**config.mk**
```make
export PLATFORM = sky130hd
export DESIGN_NAME = conv_seq_unit
export DESIGN_NICKNAME = d
export VERILOG_FILES = /design/src/rtl/conv_seq_unit_pkg.sv /design/src/rtl/conv_ofs_div.sv /design/src/rtl/conv_seq_unit.sv
export SDC_FILE = /design/constraint.sdc
export NUM_CORES = 1
export LEC_CHECK = 0
export ABC_AREA = 1
export BUFFER_PORTS_ARGS = -buffer_cell sky130_fd_sc_hd__buf_2
export CAP_MARGIN = 25
export CELL_PAD_IN_SITES_DETAIL_PLACEMENT = 2
export CELL_PAD_IN_SITES_GLOBAL_PLACEMENT = 2
export CORE_MARGIN = 3
export CORE_UTILIZATION = 30
export DETAILED_ROUTE_END_ITERATION = 10
export HOLD_SLACK_MARGIN = 0.05
export PLACE_DENSITY_LB_ADDON = 0.15
export SLEW_MARGIN = 15
export SYNTH_ARGS = -nofsm -noshare
export SYNTH_HDL_FRONTEND = slang
export SYNTH_SLANG_ARGS = --single-unit
```
**constraint.sdc**
```tcl
create_clock -name clk -period 2.31 [get_ports clk]
set_clock_uncertainty 0.15 [all_clocks]
set_input_delay 0.462 -clock clk [delete_from_list [all_inputs] [get_ports clk]]
set_output_delay 0.462 -clock clk [all_outputs]
set_load 0.01 [all_outputs]
```
**src/rtl/conv_seq_unit_pkg.sv**
```systemverilog
// Shared configuration for the convolution window sequencer: field widths, one-hot state
// encoding and zero-extension helpers. CONV_SEQ_CFG_CHECK_EN enables the cfg_err checker.
package conv_seq_unit_pkg;

  localparam int TENSOR_SIZE = 8;
  localparam int KERNEL_SIZE = 4;
  localparam int STRIDE_SIZE = 4;

  typedef enum logic [4:0] {
    IDLE = 5'b00001,
    CALC = 5'b00010,
    PARA = 5'b00100,
    SCAN = 5'b01000,
    DONE = 5'b10000
  } state_t;

  function automatic logic [TENSOR_SIZE-1:0] ext_s(input logic [STRIDE_SIZE-1:0] s);
    return {{(TENSOR_SIZE-STRIDE_SIZE){1'b0}}, s};
  endfunction

  function automatic logic [TENSOR_SIZE-1:0] ext_k(input logic [KERNEL_SIZE-1:0] k);
    return {{(TENSOR_SIZE-KERNEL_SIZE){1'b0}}, k};
  endfunction

endpackage

```
**src/rtl/conv_ofs_div.sv**
```systemverilog
// Repeated-subtraction divider computing floor((T-K)/S), one subtraction per enabled step.
// done is high once the remainder drops below the divisor; quot then holds the result.
module conv_ofs_div
  import conv_seq_unit_pkg::*;
(
  input  logic                   clk,
  input  logic                   rstn,
  input  logic                   enable,
  input  logic                   load,
  input  logic                   step,
  input  logic [TENSOR_SIZE-1:0] init_rem,
  input  logic [STRIDE_SIZE-1:0] divisor,
  output logic                   done,
  output logic [TENSOR_SIZE-1:0] quot
);

  logic [TENSOR_SIZE-1:0] rem;

  assign done = (rem < ext_s(divisor));

  always_ff @(posedge clk or negedge rstn) begin
    if (!rstn) begin
      rem  <= '0;
      quot <= '0;
    end else if (enable) begin
      if (load) begin
        rem  <= init_rem;
        quot <= '0;
      end else if (step && !done) begin
        rem  <= rem - ext_s(divisor);
        quot <= quot + 1'b1;
      end
    end
  end

endmodule

```
**src/rtl/conv_seq_unit.sv**
```systemverilog
// Convolution window sequencer: computes the last output index, then streams window origins
// row-major over a valid/ready port. CONV_SEQ_CFG_CHECK_EN adds cfg_err for K>T or S==0.
module conv_seq_unit
  import conv_seq_unit_pkg::*;
(
  input  logic                   clk,
  input  logic                   rstn,
  input  logic                   enable,
  input  logic                   start_conv,
  input  logic [TENSOR_SIZE-1:0] tensor_size,
  input  logic [KERNEL_SIZE-1:0] kernel_size,
  input  logic [STRIDE_SIZE-1:0] stride,
  output logic [TENSOR_SIZE-1:0] n_ofs,
  output logic                   n_para_done,
  output logic                   win_valid,
  input  logic                   win_ready,
  output logic [TENSOR_SIZE-1:0] win_y,
  output logic [TENSOR_SIZE-1:0] win_x,
  output logic                   win_last,
  output logic                   w_done,
  output logic                   busy,
  output state_t                 dbg_state
`ifdef CONV_SEQ_CFG_CHECK_EN
  ,
  output logic                   cfg_err
`endif
);

  // Window port: a transfer happens on a rising clk edge where win_valid, win_ready and
  // enable are all high; win_x/win_y/win_last stay constant until that transfer occurs.

  state_t                 state, state_n;
  logic                   start_q, rise, load, div_done, hs, at_last, cfg_bad;
  logic [TENSOR_SIZE-1:0] quot, row, col, x_acc, y_acc;
  logic [STRIDE_SIZE-1:0] s_q;

  assign rise    = start_conv && !start_q;
  assign load    = enable && rise && (state == IDLE);
  assign at_last = (row == n_ofs) && (col == n_ofs);
  assign hs      = win_valid && win_ready && enable;

`ifdef CONV_SEQ_CFG_CHECK_EN
  assign cfg_bad = (ext_k(kernel_size) > tensor_size) || (stride == '0);
`else
  assign cfg_bad = 1'b0;
`endif

  conv_ofs_div u_div (
    .clk      (clk),
    .rstn     (rstn),
    .enable   (enable),
    .load     (load),
    .step     (state == CALC),
    .init_rem (tensor_size - ext_k(kernel_size)),
    .divisor  (s_q),
    .done     (div_done),
    .quot     (quot)
  );

  always_ff @(posedge clk or negedge rstn) begin
    if (!rstn) state <= IDLE;
    else       state <= state_n;
  end

  // start_conv dropping while a run is in flight withdraws it silently.
  always_comb begin
    state_n = state;
    if (enable) begin
      case (state)
        IDLE:    if (rise) state_n = cfg_bad ? DONE : CALC;
        CALC:    if (!start_conv) state_n = IDLE;
                 else if (div_done) state_n = PARA;
        PARA:    state_n = start_conv ? SCAN : IDLE;
        SCAN:    if (!start_conv) state_n = IDLE;
                 else if (win_ready && at_last) state_n = DONE;
        DONE:    state_n = IDLE;
        default: state_n = IDLE;
      endcase
    end
  end

  always_comb begin
    busy        = (state != IDLE);
    win_valid   = (state == SCAN);
    n_para_done = (state == PARA);
    w_done      = (state == DONE);
    win_last    = win_valid && at_last;
    win_x       = win_valid ? x_acc : '0;
    win_y       = win_valid ? y_acc : '0;
    dbg_state   = state;
  end

  // Origins are built by adding the stride, so no multiplier is needed.
  always_ff @(posedge clk or negedge rstn) begin
    if (!rstn) begin
      start_q <= 1'b0;
      s_q     <= '0;
      n_ofs   <= '0;
      row     <= '0;
      col     <= '0;
      x_acc   <= '0;
      y_acc   <= '0;
    end else if (enable) begin
      start_q <= start_conv;
      if (load) s_q <= stride;
      if (state == CALC && state_n == PARA) n_ofs <= quot;
      if (state == PARA) begin
        row   <= '0;
        col   <= '0;
        x_acc <= '0;
        y_acc <= '0;
      end else if (hs) begin
        if (col == n_ofs) begin
          col   <= '0;
          x_acc <= '0;
          row   <= row + 1'b1;
          y_acc <= y_acc + ext_s(s_q);
        end else begin
          col   <= col + 1'b1;
          x_acc <= x_acc + ext_s(s_q);
        end
      end
    end
  end

`ifdef CONV_SEQ_CFG_CHECK_EN
  always_ff @(posedge clk or negedge rstn) begin
    if (!rstn)     cfg_err <= 1'b0;
    else if (load) cfg_err <= cfg_bad;
  end
`endif

endmodule

```
==> flow_summary.json <==
{
  "yosysMostFrequentCell": "nand2_1",
  "met3WireLength_um": 406,
  "num_vias": 4314,
  "place_inst": 845,
  "antenna_found_initial": 0,
  "port_buffers": 54,
  "start_kind": "register",
  "stdcell_count": 875,
  "synth-seq-cells": 66,
  "rsz0062_at_grt": "yes",
  "syn_nets": 653,
  "die_y_um": 127,
  "synth_top_flop_cell": "dfrtp_1",
  "synth_edf_count": 0,
  "h-tree-depth": 3,
  "start_util": 0.311,
  "status": "finished, final reports clean",
  "synthDistinctLibCells": 39,
  "maxSlewViolCount": 0,
  "syn_area_per_cell_um2": 7.18,
  "slowest_delay_ps": 440,
  "die_area_um2": 16100,
  "rows": 43,
  "critPathKind": "register to output port",
  "leakage_nw": 2.71,
  "netlist.area_leader.share": 0.372,
  "tightest_slew_ps": 463,
  "area_delta_synth_final_pct": 24.6,
  "dr.max_layer_used": "met4",
  "cts_made_buffers": 9,
  "cp-end-kind": "output port",
  "cts_tree": "yes",
  "peakVddDrop_mv": 0.414,
  "synthArstFlopShare": 1.00,
  "io_pins": 55,
  "postRouteAntennaNets": 0,
  "grt_remaining_overflow": 0,
  "wl_per_cell_um": 16.6,
  "syn-cell-area_um2": 4370,
  "whs_path_depth": 3,
  "yosys_warnings": 0,
  "nets": 734,
  "grt_pass1_wl_mm": 24.5,
  "hpwlAfterDp_mm": 10.6,
  "hold_viol_final": 0,
  "clock_path_buffers": 2,
  "synth_top_area_cell": "dfrtp_1",
  "drtIter0Drc": 139,
  "drive_gt1_frac": 0.212,
  "yosysSeqAreaShare": 0.378,
  "yosys-top-cells-count": "nand2_1 (153), inv_1 (79), nor2_1 (69)",
  "fmax_ghz": 0.445,
  "antenna_cells": 0,
  "ys_top_cells_by_area": "dfrtp_1 (37%), nand2_1 (13%), inv_1 (6.8%), nand3_1 (6.5%), nor2_1 (5.9%)",
  "setup_viol": 0,
  "crit_fanout": 5,
  "clock_latency_ps": 340,
  "path_cells": "inv_2, nand2_1, nand2_1, nor2_1, nand2_1, nor2_4, nand2_1, nor2_1, buf_2",
  "wl_met1_mm": 6.62,
  "grt_use_total": 0.187,
  "gp_congestion": 0.766,
  "grt_pass1_vias": 4743,
  "dr.pass1.iters": 4,
  "crit_slowest_cell": "dfrtp_1",
  "timing.slew.headroom": 0.690,
  "maxCapViolations": 0,
  "dr_wl_met2_mm": 7.36,
  "routed_wl_mm": 14.5,
  "min_path_type": "primary input to register",
  "cp.arrival_ps": 1630,
  "syn_inst": 609,
  "post_drt_via_cell_ratio": 4.93,
  "fp.dieW_um": 127,
  "grt_max_degree": 67,
  "r2r_cells": 12,
  "fin_hold_ws_ps": 194,
  "crit_top_cell": "nand2_1",
  "cts_root_buffer": "clkbuf_16",
  "power.density_nw_per_um2": 917,
  "cts_sinks": 66,
  "core_region_area_um2": 14000,
  "drcViolationCount": 0,
  "fin_crit_ps": 2250,
  "worstPathRequired_ps": 1700,
  "fin_crit_sh": 0.972,
  "clk_pin_slew_ps": 50
}
-- kinds of logic (layout without fill, tap and decap cells) --
kind of cell             after synthesis  count (layout)  synth area share
buffers and inverters                102             186            0.0941
AND/OR/NAND/NOR                      314             316             0.312
flip-flops                            66              66             0.378
AO/OA/AOI/OAI                         85              85             0.106
adder cells (fa/ha/maj)               23              23            0.0727
XOR/XNOR                              19              19            0.0381
-- layout make-up --
class                      count  area (µm²)
clock inverter                 2        10.0
tap                          180         225
timing repair buffer          82         520
sequential                    66        1670
fill                        1652        8590
clock buffer                  14         274
inverter                      88         338
multi-input combinational    443        2420
-- registers in the layout (all words and copies together) (netlist names) --
register    flops
col             8
x_acc           8
y_acc           8
s_q             4
u_div.quot      8
row             8
dbg_state       5
u_div.rem       8
n_ofs           8
start_q         1
-- per-stage QoR --
step                power, mW  cell area (µm²)  setup slack (ps)  TNS, ps   util
CTS                      4.91             5280             0.340        0  0.376
detailed placement       3.50             4950             -86.7     -435  0.352
finish                   5.00             5450              64.6        0  0.388
global placement         3.36             4950              79.0        0  0.352
floorplan                2.83             4370               164        0      -
global route             5.45             5450              -122     -406  0.388
-- critical path, delay by kind of cell (launching register included) --
family	cells	cell delay, ps
buf+inv	2	210
flops	1	440
simple gates	7	670
-- worst paths after layout --
check	startpoint	endpoint	slack [ps]
max	col[3]	win_last	60
min	stride[1]	s_q[1]	190
max reg2reg	s_q[0]	u_div.rem[3]	120
min reg2reg	u_div.rem[2]	u_div.rem[2]	370
max in group asynchronous	rstn	dbg_state[0]	1130
min in group asynchronous	rstn	y_acc[7]	520
-- layout by cell type, fill, tap and decap left out, drive strengths merged, types with 2 or more instances in the layout --
cell type,synthesis,layout
a21oi,25,25
buf,10,81
clkbuf,4,14
clkinv,0,2
dfrtp,65,65
fa,4,4
ha,19,19
inv,88,88
nand2,156,158
nand3,58,58
nand4,11,11
nor2,73,73
nor3,13,13
o21ai,52,52
o22ai,2,2
or2,2,2
xnor2,2,2
xor2,17,17
-- report_power, final --
group,internal [mW],total (mW),switching [mW],leakage [nW]
sequential,1.41,1.67,0.261,0.815
clock,0.812,1.32,0.513,0.143
combinational,0.810,2.00,1.19,1.75
total,3.03,5.00,1.96,2.71
-- layer usage --
layer | GRT usage | vias up
met3 | 0.0400 | 8
met2 | 0.330 | 45
met5 | 0 | -
met4 | 0.0366 | 0
met1 | 0.238 | 2141
li1 | - | 2120
-- repair_timing --
| item | CTS | global route |
|---|---|---|
| hold buffers | 1 | 0 |
| resized for setup | 15 | 22 |
| setup endpoints to repair | 15 | 41 |
| pin swaps | 2 | 4 |
| buffers inserted | 0 | 11 |
| gates cloned | 0 | 2 |
| endpoints found under the hold margin | 65 | 0 |
Power figures use the tool's default switching activity.
